**src/rtl/mips_multicycle_control_pkg.sv**
```systemverilog
// Shared definitions for the multi-cycle MIPS controller: opcodes, state
// encoding, datapath select codes and the packed control vector.
package mips_pkg;

    localparam int unsigned OPCODE_W = 6;

    localparam logic [OPCODE_W-1:0] OP_RTYPE = 6'b000000;
    localparam logic [OPCODE_W-1:0] OP_LW    = 6'b100011;
    localparam logic [OPCODE_W-1:0] OP_SW    = 6'b101011;
    localparam logic [OPCODE_W-1:0] OP_BEQ   = 6'b000100;
    localparam logic [OPCODE_W-1:0] OP_J     = 6'b000010;

    typedef enum logic [3:0] {
        S_IDLE     = 4'd0,
        S_FETCH    = 4'd1,
        S_DECODE   = 4'd2,
        S_MEM_ADDR = 4'd3,
        S_MEM_RD   = 4'd4,
        S_MEM_WB   = 4'd5,
        S_MEM_WR   = 4'd6,
        S_EXEC     = 4'd7,
        S_R_WB     = 4'd8,
        S_BRANCH   = 4'd9,
        S_JUMP     = 4'd10,
        S_TRAP     = 4'd11
    } state_e;

    localparam logic [1:0] SRCB_B      = 2'b00;
    localparam logic [1:0] SRCB_FOUR   = 2'b01;
    localparam logic [1:0] SRCB_IMM    = 2'b10;
    localparam logic [1:0] SRCB_IMM_SH = 2'b11;

    localparam logic [1:0] ALU_ADD   = 2'b00;
    localparam logic [1:0] ALU_SUB   = 2'b01;
    localparam logic [1:0] ALU_FUNCT = 2'b10;

    localparam logic [1:0] PCS_ALU    = 2'b00;
    localparam logic [1:0] PCS_ALUOUT = 2'b01;
    localparam logic [1:0] PCS_JUMP   = 2'b10;

    typedef struct packed {
        logic       pc_write;
        logic       pc_write_cond;
        logic       i_or_d;
        logic       mem_read;
        logic       mem_write;
        logic       ir_write;
        logic       mem_to_reg;
        logic       reg_dst;
        logic       reg_write;
        logic       alu_src_a;
        logic [1:0] alu_src_b;
        logic [1:0] alu_op;
        logic [1:0] pc_source;
        logic       instr_done;
    } ctrl_t;

endpackage

```
**src/rtl/mips_multicycle_control_if.sv**
```systemverilog
// Controller <-> datapath signal bundle. master = controller, slave = datapath.
interface mips_multicycle_control_if
    import mips_pkg::*;
#(
    parameter int unsigned CNT_W = 32
);
    logic                enable;
    logic [OPCODE_W-1:0] opcode;
    logic                mem_ready;
    logic                pc_write;
    logic                pc_write_cond;
    logic                i_or_d;
    logic                mem_read;
    logic                mem_write;
    logic                ir_write;
    logic                mem_to_reg;
    logic                reg_dst;
    logic                reg_write;
    logic                alu_src_a;
    logic [1:0]          alu_src_b;
    logic [1:0]          alu_op;
    logic [1:0]          pc_source;
    logic                instr_done;
    logic                illegal_op;
    logic [CNT_W-1:0]    instr_count;
    logic [3:0]          state_dbg;

    modport master (
        input  enable, opcode, mem_ready,
        output pc_write, pc_write_cond, i_or_d, mem_read, mem_write, ir_write,
               mem_to_reg, reg_dst, reg_write, alu_src_a, alu_src_b, alu_op,
               pc_source, instr_done, illegal_op, instr_count, state_dbg
    );

    modport slave (
        output enable, opcode, mem_ready,
        input  pc_write, pc_write_cond, i_or_d, mem_read, mem_write, ir_write,
               mem_to_reg, reg_dst, reg_write, alu_src_a, alu_src_b, alu_op,
               pc_source, instr_done, illegal_op, instr_count, state_dbg
    );

endinterface

```
**src/rtl/mips_multicycle_control_decode.sv**
```systemverilog
// State -> control-vector table. Only FETCH and MEM_WR look at mem_ready,
// to qualify the IR/PC load and the store-retire pulse.
module mips_ctrl_decode
    import mips_pkg::*;
(
    input  state_e state_i,
    input  logic   mem_ready_i,
    output ctrl_t  ctrl_o
);

    always_comb begin
        ctrl_o = '0;
        case (state_i)
            S_FETCH: begin
                ctrl_o.mem_read  = 1'b1;
                ctrl_o.alu_src_b = SRCB_FOUR;
                ctrl_o.alu_op    = ALU_ADD;
                ctrl_o.pc_source = PCS_ALU;
                ctrl_o.ir_write  = mem_ready_i;
                ctrl_o.pc_write  = mem_ready_i;
            end
            S_DECODE: begin
                ctrl_o.alu_src_b = SRCB_IMM_SH;
                ctrl_o.alu_op    = ALU_ADD;
            end
            S_MEM_ADDR: begin
                ctrl_o.alu_src_a = 1'b1;
                ctrl_o.alu_src_b = SRCB_IMM;
                ctrl_o.alu_op    = ALU_ADD;
            end
            S_MEM_RD: begin
                ctrl_o.mem_read = 1'b1;
                ctrl_o.i_or_d   = 1'b1;
            end
            S_MEM_WB: begin
                ctrl_o.reg_write  = 1'b1;
                ctrl_o.mem_to_reg = 1'b1;
                ctrl_o.instr_done = 1'b1;
            end
            S_MEM_WR: begin
                ctrl_o.mem_write  = 1'b1;
                ctrl_o.i_or_d     = 1'b1;
                ctrl_o.instr_done = mem_ready_i;
            end
            S_EXEC: begin
                ctrl_o.alu_src_a = 1'b1;
                ctrl_o.alu_src_b = SRCB_B;
                ctrl_o.alu_op    = ALU_FUNCT;
            end
            S_R_WB: begin
                ctrl_o.reg_write  = 1'b1;
                ctrl_o.reg_dst    = 1'b1;
                ctrl_o.instr_done = 1'b1;
            end
            S_BRANCH: begin
                ctrl_o.alu_src_a     = 1'b1;
                ctrl_o.alu_src_b     = SRCB_B;
                ctrl_o.alu_op        = ALU_SUB;
                ctrl_o.pc_write_cond = 1'b1;
                ctrl_o.pc_source     = PCS_ALUOUT;
                ctrl_o.instr_done    = 1'b1;
            end
            S_JUMP: begin
                ctrl_o.pc_write   = 1'b1;
                ctrl_o.pc_source  = PCS_JUMP;
                ctrl_o.instr_done = 1'b1;
            end
            default: ;
        endcase
    end

endmodule

```
**src/rtl/mips_multicycle_control.sv**
```systemverilog
// Multi-cycle MIPS control FSM: state register, instruction sequencing,
// retired-instruction counter and sticky illegal-opcode flag.
module mips_multicycle_control
    import mips_pkg::*;
#(
    parameter int unsigned CNT_W = 32,
    parameter int unsigned OP_W  = OPCODE_W
)(
    input  logic                      clock,
    input  logic                      reset,
    mips_multicycle_control_if.master bus
);

    localparam logic [CNT_W-1:0] CNT_ONE = CNT_W'(1);

    state_e           state_q, state_d;
    logic [CNT_W-1:0] count_q, count_d;
    logic             illegal_q, illegal_d;
    logic [OP_W-1:0]  op;
    ctrl_t            ctrl;

    assign op = bus.opcode;

    mips_ctrl_decode u_decode (
        .state_i     (state_q),
        .mem_ready_i (bus.mem_ready),
        .ctrl_o      (ctrl)
    );

    always_ff @(posedge clock) begin
        if (reset) begin
            state_q   <= S_IDLE;
            count_q   <= '0;
            illegal_q <= 1'b0;
        end else begin
            state_q   <= state_d;
            count_q   <= count_d;
            illegal_q <= illegal_d;
        end
    end

    always_comb begin
        state_d   = state_q;
        count_d   = ctrl.instr_done ? count_q + CNT_ONE : count_q;
        illegal_d = illegal_q;
        case (state_q)
            S_IDLE:     if (bus.enable) state_d = S_FETCH;
            S_FETCH:    if (bus.mem_ready) state_d = S_DECODE;
            S_DECODE: begin
                if (op == OP_LW || op == OP_SW) state_d = S_MEM_ADDR;
                else if (op == OP_RTYPE)        state_d = S_EXEC;
                else if (op == OP_BEQ)          state_d = S_BRANCH;
                else if (op == OP_J)            state_d = S_JUMP;
                else                            state_d = S_TRAP;
            end
            // IR holds the opcode, so it still distinguishes lw from sw here
            S_MEM_ADDR: state_d = (op == OP_LW) ? S_MEM_RD : S_MEM_WR;
            S_MEM_RD:   if (bus.mem_ready) state_d = S_MEM_WB;
            S_MEM_WB:   state_d = S_FETCH;
            S_MEM_WR:   if (bus.mem_ready) state_d = S_FETCH;
            S_EXEC:     state_d = S_R_WB;
            S_R_WB:     state_d = S_FETCH;
            S_BRANCH:   state_d = S_FETCH;
            S_JUMP:     state_d = S_FETCH;
            S_TRAP:     state_d = S_TRAP;
            default:    state_d = S_IDLE;
        endcase
        if (state_d == S_TRAP) illegal_d = 1'b1;
    end

    assign bus.pc_write      = ctrl.pc_write;
    assign bus.pc_write_cond = ctrl.pc_write_cond;
    assign bus.i_or_d        = ctrl.i_or_d;
    assign bus.mem_read      = ctrl.mem_read;
    assign bus.mem_write     = ctrl.mem_write;
    assign bus.ir_write      = ctrl.ir_write;
    assign bus.mem_to_reg    = ctrl.mem_to_reg;
    assign bus.reg_dst       = ctrl.reg_dst;
    assign bus.reg_write     = ctrl.reg_write;
    assign bus.alu_src_a     = ctrl.alu_src_a;
    assign bus.alu_src_b     = ctrl.alu_src_b;
    assign bus.alu_op        = ctrl.alu_op;
    assign bus.pc_source     = ctrl.pc_source;
    assign bus.instr_done    = ctrl.instr_done;
    assign bus.illegal_op    = illegal_q;
    assign bus.instr_count   = count_q;
    assign bus.state_dbg     = state_q;

endmodule

```
**src/flat_wrapper.sv**
```systemverilog
// flat-port wrapper written by rule: the top's interface ports become plain ports
module mips_multicycle_control_flat import mips_pkg::*;
#(
    parameter int unsigned CNT_W = 32,
    parameter int unsigned OP_W  = OPCODE_W
)
  (clock, reset, bus_enable, bus_opcode, bus_mem_ready, bus_pc_write, bus_pc_write_cond, bus_i_or_d, bus_mem_read, bus_mem_write, bus_ir_write, bus_mem_to_reg, bus_reg_dst, bus_reg_write, bus_alu_src_a, bus_alu_src_b, bus_alu_op, bus_pc_source, bus_instr_done, bus_illegal_op, bus_instr_count, bus_state_dbg);
  mips_multicycle_control_if #(.CNT_W(CNT_W)) bus_i ();
  input  logic clock;
  input  logic reset;
  input wire logic [$bits(bus_i.enable)-1:0] bus_enable;
  input wire logic [$bits(bus_i.opcode)-1:0] bus_opcode;
  input wire logic [$bits(bus_i.mem_ready)-1:0] bus_mem_ready;
  output wire logic [$bits(bus_i.pc_write)-1:0] bus_pc_write;
  output wire logic [$bits(bus_i.pc_write_cond)-1:0] bus_pc_write_cond;
  output wire logic [$bits(bus_i.i_or_d)-1:0] bus_i_or_d;
  output wire logic [$bits(bus_i.mem_read)-1:0] bus_mem_read;
  output wire logic [$bits(bus_i.mem_write)-1:0] bus_mem_write;
  output wire logic [$bits(bus_i.ir_write)-1:0] bus_ir_write;
  output wire logic [$bits(bus_i.mem_to_reg)-1:0] bus_mem_to_reg;
  output wire logic [$bits(bus_i.reg_dst)-1:0] bus_reg_dst;
  output wire logic [$bits(bus_i.reg_write)-1:0] bus_reg_write;
  output wire logic [$bits(bus_i.alu_src_a)-1:0] bus_alu_src_a;
  output wire logic [$bits(bus_i.alu_src_b)-1:0] bus_alu_src_b;
  output wire logic [$bits(bus_i.alu_op)-1:0] bus_alu_op;
  output wire logic [$bits(bus_i.pc_source)-1:0] bus_pc_source;
  output wire logic [$bits(bus_i.instr_done)-1:0] bus_instr_done;
  output wire logic [$bits(bus_i.illegal_op)-1:0] bus_illegal_op;
  output wire logic [$bits(bus_i.instr_count)-1:0] bus_instr_count;
  output wire logic [$bits(bus_i.state_dbg)-1:0] bus_state_dbg;
  assign bus_i.enable = bus_enable;
  assign bus_i.opcode = bus_opcode;
  assign bus_i.mem_ready = bus_mem_ready;
  assign bus_pc_write = bus_i.pc_write;
  assign bus_pc_write_cond = bus_i.pc_write_cond;
  assign bus_i_or_d = bus_i.i_or_d;
  assign bus_mem_read = bus_i.mem_read;
  assign bus_mem_write = bus_i.mem_write;
  assign bus_ir_write = bus_i.ir_write;
  assign bus_mem_to_reg = bus_i.mem_to_reg;
  assign bus_reg_dst = bus_i.reg_dst;
  assign bus_reg_write = bus_i.reg_write;
  assign bus_alu_src_a = bus_i.alu_src_a;
  assign bus_alu_src_b = bus_i.alu_src_b;
  assign bus_alu_op = bus_i.alu_op;
  assign bus_pc_source = bus_i.pc_source;
  assign bus_instr_done = bus_i.instr_done;
  assign bus_illegal_op = bus_i.illegal_op;
  assign bus_instr_count = bus_i.instr_count;
  assign bus_state_dbg = bus_i.state_dbg;
  mips_multicycle_control #(.CNT_W(CNT_W), .OP_W(OP_W)) u_core (.clock(clock), .reset(reset), .bus(bus_i));
endmodule
```
**config.mk**
```make
export PLATFORM = sky130hd
export DESIGN_NAME = mips_multicycle_control_flat
export DESIGN_NICKNAME = d
export VERILOG_FILES = /design/src/rtl/mips_multicycle_control_pkg.sv /design/src/rtl/mips_multicycle_control_if.sv /design/src/rtl/mips_multicycle_control_decode.sv /design/src/rtl/mips_multicycle_control.sv /design/src/flat_wrapper.sv
export SDC_FILE = /design/constraint.sdc
export NUM_CORES = 1
export LEC_CHECK = 0
export CORE_ASPECT_RATIO = 0.75
export CORE_MARGIN = 1.5
export CORE_UTILIZATION = 50
export CTS_BUF_LIST = sky130_fd_sc_hd__clkbuf_4
export CTS_CLUSTER_DIAMETER = 40
export DETAILED_ROUTE_END_ITERATION = 8
export PLACE_DENSITY = 0.84
export SYNTH_ARGS = -nofsm -noshare
export SYNTH_HDL_FRONTEND = slang
export SYNTH_HIERARCHICAL = 1
export SYNTH_SLANG_ARGS = --single-unit
```
**constraint.sdc**
```tcl
create_clock -name clock -period 4.5 [get_ports clock]
set_input_delay 1.125 -clock clock [delete_from_list [all_inputs] [get_ports clock]]
set_output_delay 1.125 -clock clock [all_outputs]
set_load 0.01 [all_outputs]
```
==> flow_summary.yaml <==
outcome:
  status: "completed"
logic_synthesis:
  syn_area_per_cell_sq_um: 8.26
  syn-cell-area_sq_um: 2160
  synth-edff-count: 0
  synthTopCellsByArea: "dfxtp_1 (34%), a21oi_1 (6.0%), o31ai_1 (5.2%), or4_1 (4.9%), nor2_1 (4.2%)"
  async_flop_share_pct: 0
  synth_nets: 273
  synth_top_area_share_pct: 34.2
  ys_ff_latch: 37
  synthCells: 262
  ys.flop_type: "dfxtp_1"
  synth_area_leader_cell: "dfxtp_1"
  synth_seq_area_share_pct: 34.2
  ys_types: 46
  yosysWarnings: 6
cells_and_area:
  fillers: 353
  final_common_cell: "clkdlybuf4s50_1"
  final_cell_mix: "clkdlybuf4s50_1 (63), dfxtp_1 (37), a21oi_1 (26)"
  nets: 328
  synthToLayoutAreaGrowth_pct: 30.0
  drive_above_1_share_pct: 7.59
  num_antenna_cells: 0
  fin_util_pct: 68.6
  stdcell_count: 371
critical_path:
  crit_fanout: 7
  cp.arrival_ns: 2.74
  end_kind: "output pin"
  criticalPathCategory: "primary input to output pin"
  reg2reg_from: "u_core/bus.state_dbg[3]"
  cp_data_required_time_ns: 3.38
  start_kind: "primary input"
  critPathLaunch: "bus_mem_ready"
die:
  num_rows: 20
  start_util_pct: 52.7
  die_x_microns: 79.0
  io_pins: 64
  design.die.area_sq_um: 4740
  dieHeight_microns: 60.0
  coreArea_sq_um: 4100
power_and_ir_drop:
  seqPwrFrac_pct: 57.1
  ir_worst_vdd_uv: 102
  p_sw_uw: 163
  power.internal_uw: 444
  clkPwrFrac_pct: 25.7
  p_sw_share_pct: 26.9
  power_frac_comb_pct: 17.2
  power_uw: 608
  leakage_uw: 0.000883
  powerDensity_nw_per_um2: 216
grt:
  grt_max_degree: 35
  grt_antenna_before_repair: 0
  grt-ovfl-total: 0
  grt_pass1_wl_mm: 8.22
  gr-usage-all-layers_pct: 21.9
  grt_pass1_vias: 1813
drt:
  drt_iter0_markers: 96
  viasPerCell: 5.84
  drc: 0
  drt_pass1_iterations: 4
  routed_wl_mm: 5.09
  post_drt_wl_per_cell_microns: 13.7
  vias: 2166
  ant_nets: 0
timing:
  setup_violations: 0
  min_period_ns: 3.86
  rsz0062_at_grt: "no"
  slew_headroom_pct: 54.4
  max_slew.worst_pin.slew_ns: 0.682
  max_freq_mhz: 259
  fin_tns_setup_ns: 0
  finalHoldViolCount: 0
  clock_skew_ns: 0.0116
  slew_viol_final: 0
  post-route-period-util_pct: 85.8
  whs_ns: 0.482
clock_network:
  numCtsBuffers: 5
  cts.repair.resized: 0
  cts.clk_slew.worst_paths_ns: 0.10
  htreeDepth: 2
  cts.path.max_buffers: 2
  ctsHoldBuffers: 0
  clock-sinks: 37
  cts_setup_buffers: 0
  cts_root_buffer: "clkbuf_4"
  worst_skew_pair.late_latency_ns: 0.33
  cts_tree: "done"
worst_hold_path:
  min-delay-start: "u_core/bus.illegal_op"
  hp-class: "flop to flop"
flow_run:
  cap_viol_max_count: 0
place:
  post-dp-hpwl_mm: 3.72
  place_inst: 365
  place_congestion: 0.851
  port-buffer-count: 63
-- area by class of cell --
cell class | count | area, sq um | share of cell area, %
clock buffer | 5 | 37.5 | 1.33
clock inverter | 1 | 5.00 | 0.178
inverter | 8 | 30.0 | 1.07
multi-input combinational | 200 | 1290 | 45.7
sequential | 37 | 741 | 26.3
tap | 55 | 68.8 | 2.45
timing repair buffer | 65 | 646 | 22.9
-- path summary, 6_finish.rpt --
check,depth (start not counted),slack [ns],to
worst min register to register,2,0.48,u_core/bus.illegal_op
worst min-delay path,2,0.48,u_core/bus.illegal_op
worst max register to register,7,1.53,u_core/bus.instr_count[31]
worst max-delay path,5,0.64,bus_pc_write
-- flip-flops by register name, summed over array words and instances, names as in the netlist --
name,cells
u_core/bus.illegal_op,1
u_core/bus.instr_count,32
u_core/bus.state_dbg,4
-- logic make-up after synthesis --
kind of cell / count (synthesis) / synth area share [%]
AO/OA/AOI/OAI: 63 / 18.1
XOR/XNOR: 9 / 3.64
adder cells (fa/ha/maj): 1 / 0.578
buffers and inverters: 25 / 6.36
flip-flops: 37 / 34.2
multiplexers: 4 / 1.97
AND/OR/NAND/NOR: 123 / 35.1
-- routing by layer --
layer	global-route usage [%]	routed length (microns)	up-vias
met5	0	0	-
met4	8.27	76	0
met3	4.27	182	9
li1	-	-	1087
met1	31.0	2540	1024
met2	33.3	2290	46
-- power by group through the flow --
stage               Combinational, uW  Sequential (uW)  Clock (uW)
finish                            105              347         156
global route                      113              349         173
CTS                               105              347         159
detailed placement                105              355           0
global placement                  103              354           0
floorplan                        70.0              347           0
-- synth_stat cells, types with 2 or more instances --
library cell and instances:
nand2b_1 4, a31oi_1 2, xnor2_1 4, mux2_2 2, dfxtp_1 37, mux2i_1 2
nor4b_1 2, nand2_1 14, nand2b_4 4, nor2_2 3, nor2_1 24, a211oi_1 4
xor2_1 5, and3_1 3, nor2b_1 2, or3_1 9, inv_1 8, nand3_1 11
or4_4 2, nor3_1 6, or3b_2 2, nand4_1 11, or4_1 14, buf_2 2
o31ai_1 15, o21ai_0 9, a21oi_1 26, buf_6 5, clkbuf_1 8, and2_1 3
and4_1 4
-- worst max-delay path, cell delays in order --
cell             delay [ns]
clkdlybuf4s50_1        0.63
nand3b_4               0.10
mux2_2                 0.28
nor2_2                 0.07
clkdlybuf4s50_1        0.54
-- per-stage QoR --
stage	area [sq um]	setup slack, ns
after CTS	2810	0.634
after floorplan	2160	1.55
after global routing	2810	0.564
final	2810	0.637
after detailed placement	2770	0.634
after global placement	2770	0.646
Note: power is estimated with default switching activity, not from simulation.
